**src/rtl/proc_mem_pkg.sv**
```systemverilog
// Shared types and constants for the processor/memory arbiter.
//   arb_state_t : arbiter FSM state (IDLE, BUSY)
//   owner_t     : which processor port owns / last won the memory
//   MEMREQ_*    : memory request type encoding
package proc_mem_pkg;

    typedef enum logic {
        IDLE = 1'b0,
        BUSY = 1'b1
    } arb_state_t;

    typedef enum logic {
        OWN_IMEM = 1'b0,
        OWN_DMEM = 1'b1
    } owner_t;

    localparam logic MEMREQ_READ  = 1'b0;
    localparam logic MEMREQ_WRITE = 1'b1;

    localparam int unsigned STARVE_W = 4;
    localparam logic [STARVE_W-1:0] STARVE_SAT = 4'hF;

endpackage

```
**src/rtl/arb_grant2.sv**
```systemverilog
// Combinational two-requester grant (imem vs dmem).
//   i_imem_val, i_dmem_val : requester valid bits
//   i_last_dmem            : 1 when the previous grant went to dmem
//   i_starve_cnt           : consecutive imem losses
//   o_grant_dmem_c         : 1 = dmem wins, 0 = imem wins (or nobody valid)
//   o_any_val_c            : at least one requester is valid
module arb_grant2
    import proc_mem_pkg::*;
#(
    parameter int unsigned RR_MODE    = 0,
    parameter int unsigned MAX_STARVE = 4
) (
    input  logic                i_imem_val,
    input  logic                i_dmem_val,
    input  logic                i_last_dmem,
    input  logic [STARVE_W-1:0] i_starve_cnt,
    output logic                o_grant_dmem_c,
    output logic                o_any_val_c
);

    localparam logic [STARVE_W-1:0] STARVE_LIMIT = STARVE_W'(MAX_STARVE);

    // Single requester wins outright; contention resolved by policy.
    always_comb begin
        o_grant_dmem_c = 1'b0;
        o_any_val_c    = i_imem_val | i_dmem_val;
        if (i_dmem_val && !i_imem_val) begin
            o_grant_dmem_c = 1'b1;
        end else if (i_dmem_val && i_imem_val) begin
            if (RR_MODE != 0) begin
                o_grant_dmem_c = !i_last_dmem;
            end else begin
                o_grant_dmem_c = (i_starve_cnt != STARVE_LIMIT);
            end
        end
    end

endmodule

```
**src/rtl/proc_mem_arbiter.sv**
```systemverilog
// Shares one single-ported memory between instruction fetch (imem) and
// data (dmem) ports. One transaction outstanding; response routed to owner.
//   clk, rst (async, active-low)
//   imemreq_* / imemresp_* : fetch port
//   dmemreq_* / dmemresp_* : data port
//   memreq_* / memresp_*   : memory side
//   err                    : sticky, response seen with nothing outstanding
module proc_mem_arbiter
    import proc_mem_pkg::*;
#(
    parameter int unsigned AW         = 32,
    parameter int unsigned DW         = 32,
    parameter int unsigned RR_MODE    = 0,
    parameter int unsigned MAX_STARVE = 4
) (
    input  logic          clk,
    input  logic          rst,
    input  logic          imemreq_val,
    output logic          imemreq_rdy,
    input  logic [AW-1:0] imemreq_addr,
    output logic          imemresp_val,
    output logic [DW-1:0] imemresp_data,
    input  logic          dmemreq_val,
    output logic          dmemreq_rdy,
    input  logic          dmemreq_type,
    input  logic [AW-1:0] dmemreq_addr,
    input  logic [DW-1:0] dmemreq_wdata,
    output logic          dmemresp_val,
    output logic [DW-1:0] dmemresp_rdata,
    output logic          memreq_val,
    input  logic          memreq_rdy,
    output logic          memreq_type,
    output logic [AW-1:0] memreq_addr,
    output logic [DW-1:0] memreq_wdata,
    input  logic          memresp_val,
    input  logic [DW-1:0] memresp_data,
    output logic          err
);

    arb_state_t          r_state;
    owner_t              r_owner;
    owner_t              r_last_grant;
    logic [STARVE_W-1:0] r_starve_cnt;
    logic                r_err;

    logic w_grant_dmem;
    logic w_any_val;
    logic w_idle;
    logic w_busy;
    logic w_accept;

    arb_grant2 #(
        .RR_MODE    (RR_MODE),
        .MAX_STARVE (MAX_STARVE)
    ) u_grant (
        .i_imem_val     (imemreq_val),
        .i_dmem_val     (dmemreq_val),
        .i_last_dmem    (r_last_grant == OWN_DMEM),
        .i_starve_cnt   (r_starve_cnt),
        .o_grant_dmem_c (w_grant_dmem),
        .o_any_val_c    (w_any_val)
    );

    // Handshake outputs are forced low while reset is asserted.
    assign w_idle = rst && (r_state == IDLE);
    assign w_busy = rst && (r_state == BUSY);

    // Request forwarding from the current winner.
    assign memreq_val   = w_idle && w_any_val;
    assign memreq_type  = w_grant_dmem ? dmemreq_type  : MEMREQ_READ;
    assign memreq_addr  = w_grant_dmem ? dmemreq_addr  : imemreq_addr;
    assign memreq_wdata = w_grant_dmem ? dmemreq_wdata : '0;
    assign w_accept     = memreq_val && memreq_rdy;

    assign imemreq_rdy = w_accept && !w_grant_dmem;
    assign dmemreq_rdy = w_accept &&  w_grant_dmem;

    // Response routing to the owner of the outstanding transaction.
    assign imemresp_val   = w_busy && memresp_val && (r_owner == OWN_IMEM);
    assign dmemresp_val   = w_busy && memresp_val && (r_owner == OWN_DMEM);
    assign imemresp_data  = memresp_data;
    assign dmemresp_rdata = memresp_data;
    assign err            = r_err;

    // Arbiter FSM and bookkeeping registers.
    always_ff @(posedge clk or negedge rst) begin
        if (!rst) begin
            r_state      <= IDLE;
            r_owner      <= OWN_IMEM;
            r_last_grant <= OWN_IMEM;
            r_starve_cnt <= '0;
            r_err        <= 1'b0;
        end else begin
            case (r_state)
                IDLE: begin
                    // Nothing outstanding: any response is spurious.
                    if (memresp_val) begin
                        r_err <= 1'b1;
                    end
                    if (w_accept) begin
                        r_state      <= BUSY;
                        r_owner      <= w_grant_dmem ? OWN_DMEM : OWN_IMEM;
                        r_last_grant <= w_grant_dmem ? OWN_DMEM : OWN_IMEM;
                        if (!w_grant_dmem) begin
                            r_starve_cnt <= '0;
                        end else if (imemreq_val && (r_starve_cnt != STARVE_SAT)) begin
                            r_starve_cnt <= r_starve_cnt + STARVE_W'(1);
                        end
                    end
                end
                BUSY: begin
                    if (memresp_val) begin
                        r_state <= IDLE;
                    end
                end
                default: r_state <= IDLE;
            endcase
        end
    end

endmodule

```
**config.mk**
```make
export PLATFORM = sky130hd
export DESIGN_NAME = proc_mem_arbiter
export DESIGN_NICKNAME = d
export VERILOG_FILES = /design/src/rtl/proc_mem_pkg.sv /design/src/rtl/arb_grant2.sv /design/src/rtl/proc_mem_arbiter.sv
export SDC_FILE = /design/constraint.sdc
export NUM_CORES = 1
export LEC_CHECK = 0
export ABC_AREA = 1
export CAP_MARGIN = 10
export CORE_AREA = 4 4 104 106
export CTS_BUF_LIST = sky130_fd_sc_hd__clkbuf_8
export CTS_CLUSTER_DIAMETER = 80
export CTS_CLUSTER_SIZE = 25
export DETAILED_ROUTE_END_ITERATION = 10
export DIE_AREA = 0 0 108 110
export PLACE_DENSITY = 0.62
export SLEW_MARGIN = 20
export SYNTH_ARGS = -nofsm -noshare
export SYNTH_HDL_FRONTEND = slang
export SYNTH_SLANG_ARGS = --single-unit
```
**constraint.sdc**
```tcl
create_clock -name clk -period 3.4 [get_ports clk]
set_clock_uncertainty 0.1 [all_clocks]
set_input_delay 0.68 -clock clk [delete_from_list [all_inputs] [get_ports clk]]
set_output_delay 0.68 -clock clk [all_outputs]
set_load 0.02 [all_outputs]
```
After elaboration in Yosys (flattened, before gate mapping)
Cells that the tools add are included.
- $add $sub $neg: 1
- bitwise operators: 3
- mux-type cells: 11
- eq/ne operators: 3
- reduce and logical (&&, ||, !) cells: 17
- operator list (operator ; number):
    $mux 32 ; 2
    $logic_and 1x1->1 ; 12
    $mux 4 ; 2
    $mux 1 ; 6
    $add 4x1->4 const B ; 1
    $ne 4x3->1 const B ; 1
    $ne 4x4->1 const B ; 1
    $reduce_and 2->1 ; 2
    $reduce_and 3->1 ; 1
    $logic_not 1->1 ; 2
    $ne 2x1->1 const B ; 1
    $not 1->1 ; 2
    $pmux 1 s2 ; 1
    $or 1x1->1 ; 1
- flip-flop bits (word level): 7
- input port bits: 135
- logic and storage cells: 39
- output and inout port bits: 135

Logic depth before layout (Yosys ltp)
- word-level depth: 6
- gate-level depth with buffers: 10
- mapped depth without buffers: 9

Hierarchy
From an unflattened synthesis, not the netlist that was laid out.
- cells, all modules: 300
- area total of the unflattened synthesis: 1606.5 sq um
- modules (own cells, without submodules) (module ; instances ; area each (sq um) ; cells each ; seq. area each (sq um)):
    proc_mem_arbiter ; 1 ; 1560.2 ; 289 ; 175.2
    arb_grant2 ; 1 ; 46.3 ; 11 ; 0.0

Least setup slack after synthesis
No wires, ideal clock.
- path kind: input to output
- start: input port imemreq_val
- end: output port memreq_wdata[11]
- arrival time: 1.452 ns
- stages: 7
- required time: 2.620 ns
- setup slack: 1.168 ns
- cell sequence: nand2_1 > inv_1 > nand2_2 > nand2_4 > buf_6 > buf_6 > nor2_1
- word-level cells in the longest chain between the ends: 4
- RTL lines (item ; RTL line ; source):
    start, declared ; proc_mem_arbiter.sv:18 ; input logic imemreq_val,
    $logic_and 1x1->1 / $logic_not 1->1 (equally long branches) ; arb_grant2.sv:29, arb_grant2.sv:27 ;
    $mux 1 / $logic_and 1x1->1 (equally long branches) ; arb_grant2.sv:29, arb_grant2.sv:27 ;
    $mux 1 * ; arb_grant2.sv:27 ; if (i_dmem_val && !i_imem_val) begin
    $mux 32 * ; proc_mem_arbiter.sv:72 ; assign memreq_wdata = w_grant_dmem ? dmemreq_wdata : '0;
    end, declared ; proc_mem_arbiter.sv:34 ; output logic [DW-1:0] memreq_wdata,
Every way passes the cells marked *; elsewhere a longest branch is shown, timed or not.

Worst setup path after layout
- start: input port imemreq_val
- end: output port memreq_addr[12]
- word-level cells in the longest chain between the ends: 4
- RTL lines (item ; RTL line ; source):
    $logic_and 1x1->1 / $logic_not 1->1 (equally long branches) ; arb_grant2.sv:29, arb_grant2.sv:27 ;
    $mux 1 / $logic_and 1x1->1 (equally long branches) ; arb_grant2.sv:29, arb_grant2.sv:27 ;
    $mux 1 * ; arb_grant2.sv:27 ;
    $mux 32 * ; proc_mem_arbiter.sv:71 ; assign memreq_addr = w_grant_dmem ? dmemreq_addr : imemreq_addr;
    end, declared ; proc_mem_arbiter.sv:33 ; output logic [AW-1:0] memreq_addr,
Marks and branches as above.

==> metrics.csv <==
metric,value,unit
dp_hpwl,5320,µm
crit_path_max_incr_delay,0.61,ns
cts_root_buffer,clkbuf_8,
die_area,11900,µm²
slowest_stage,clkdlybuf4s50_1,
internal_power,412,µW
post_synth.cell_area_avg,5.44,µm²
wl,6070,µm
cap_violations,0,
cp_data_arrival_time,2.45,ns
die_w,108,µm
grt_antenna_before_repair,0,
period_minus_slack,3.23,ns
track_usage,8.83,%
critical_path_peak_fanout,20,
insertion_delay,0.23,ns
vias,1994,
yosys-top-cells-area,"buf_4 31%, nand2_1 26%, dfrtp_1 11%",
synth_cell_types,18,
p_leak,1.52,nW
maxSlewHeadroom,83.4,%
synthAdderAreaFrac,1.54,%
yosysSeqAreaShare,10.8,%
clkPwrFrac,17.5,%
fin_util,31.6,%
drt_first_pass_iters,4,
synth_top_family_by_area,buffers and inverters,
post-place-cells,536,
crit_required,2.62,ns
p_switching,233,µW
h-tree-depth,1,
synth_area,1620,µm²
tns,0,ns
drt_iter0_markers,68,
synth.most_common_cell,nand2_1,
path_clk_slew,0.04,ns
area_growth,90.4,%
rsz0062_at_grt,no,
core_area,9770,µm²
postPlaceCellArea,3040,µm²
ys.warnings.count,0,
synthMuxAreaShare,0,%
final_area,3090,µm²
drive_gt1_share,3.44,%
seq_power_share,16.0,%
synth-compound-area-share,1.08,%
cts_setup_buffers,0,
synth_edf_count,0,
vdd_drop_max,90.5,µV
worst_pin_slew,0.248,ns
clock_sinks,7,
wire_per_inst,11.2,µm
grt-ovfl-total,0,
path_delay_family,buffers and inverters,
cts_buffers,3,
setup_viol,0,
cts_tree,yes,
synthFlopType,dfrtp_1,
p_comb_share,66.5,%
end_kind,primary output,
remaining_drc_errors,0,
ios,270,
cp-start-kind,input port,
yosys.area_share.xor_xnor,0.541,%
crit_type,in2out,
postCtsResizedCells,0,
hold_violations,0,
synth_commonest_cells,"111 x nand2_1, 67 x buf_4, 44 x inv_1, 41 x nor2_1, 9 x nand3_1",
power.density,209,nW/µm²
gp_congestion,0.737,
grt_pass1_wl,8530,µm
cts-hold-fix-buffers,0,
swShare,36.1,%
finalNetCount,545,
grt_max_degree,37,
grt_pass1_vias,1934,
synthSimpleGateAreaFrac,39.8,%
status,"finished, final reports clean",
fin_crit_sh,94.9,%
start_util,16.6,%
rows,36,
ys_ff_latch,7,
path_common_cell,nand2_1,
yosysTopAreaCell,buf_4,
ant_nets,0,
die_h,110,µm
antennaDiodeCount,0,
crit_chain,clkdlybuf4s50_1 > nand2_1 > inv_1 > nand2_2 > nand2_4 > inv_2 > buf_12 > nand2_1 > nand2_1 > clkdlybuf4s50_1,
synth_cells,298,
async_flop_share,100,%
synthesis.nets,435,
fin_cells,540,
yosysTopAreaCellShare,31.0,%
vias_per_cell,3.69,
clk_path_buf_depth,2,
drv_slew,0,
hold_class,reg2reg,
fmax,0.310,GHz
numPortBuffers,173,
critPathBufInv,5,
[cell usage in the layout, fill, tap and decap left out, types with 2 or more instances in the layout]
cell	count
clkdlybuf4s50_1	172
nand2_1	111
inv_1	45
nor2_1	41
nand3_1	9
dfrtp_1	7
buf_12	4
clkbuf_8	3
inv_2	2
ha_1	2
buf_4	2
[power by group through the flow]
stage               Clock (mW)  Sequential [mW]  Combinational [mW]
floorplan                    0            0.102               0.287
global placement             0            0.104               0.430
detailed placement           0            0.104               0.434
CTS                      0.119            0.103               0.436
global route             0.126            0.104               0.465
finish                   0.113            0.103               0.429
[metal layers]
layer	vias to the layer above	global-route usage, %	share of wire, %
met1	806	7.78	31
met2	164	16.3	48
met3	13	5.42	20
li1	1011	-	-
met5	-	0	0
met4	0	3.43	1.8
[sequential cells by signal, summed over array words and instances (netlist names)]
name          flops
r_state           1
err               1
r_starve_cnt      4
r_owner           1
[path summary, 6_finish.rpt]
kind	start	end	slack, ns	cells after the start
worst max-delay path	imemreq_val	memreq_addr[12]	0.17	10
worst min-delay path	err	err	0.35	1
worst max register to register	r_starve_cnt[0]	r_starve_cnt[3]	1.90	10
worst min register to register	err	err	0.35	1
max in group asynchronous	rst	r_starve_cnt[2]	2.42	2
min in group asynchronous	rst	err	0.66	2
[area by class of cell]
type                            instances  area (µm²)
Tap cell                              133         166
Sequential cell                         7         175
Timing Repair Buffer                  179        1830
Clock buffer                            3        41.3
Fill cell                            1085        6690
Clock inverter                          1        3.75
Inverter                               46         173
Multi-Input combinational cell        171         697
[cell families (layout without fill, tap and decap cells)]
group,count (synthesis),count (layout)
buffers and inverters,120,229
adder cells (fa/ha/maj),2,2
XOR/XNOR,1,1
AO/OA/AOI/OAI,3,3
AND/OR/NAND/NOR,165,165
flip-flops,7,7
[per-stage QoR]
stage | setup slack (ns) | power (mW) | hold slack, ns
floorplan | 1.17 | 0.389 | 0.284
global placement | 0.174 | 0.534 | 0.338
detailed placement | 0.135 | 0.537 | 0.348
CTS | 0.124 | 0.657 | 0.357
global route | 0.00719 | 0.695 | 0.381
finish | 0.172 | 0.645 | 0.352
Power figures use the tool's default switching activity.
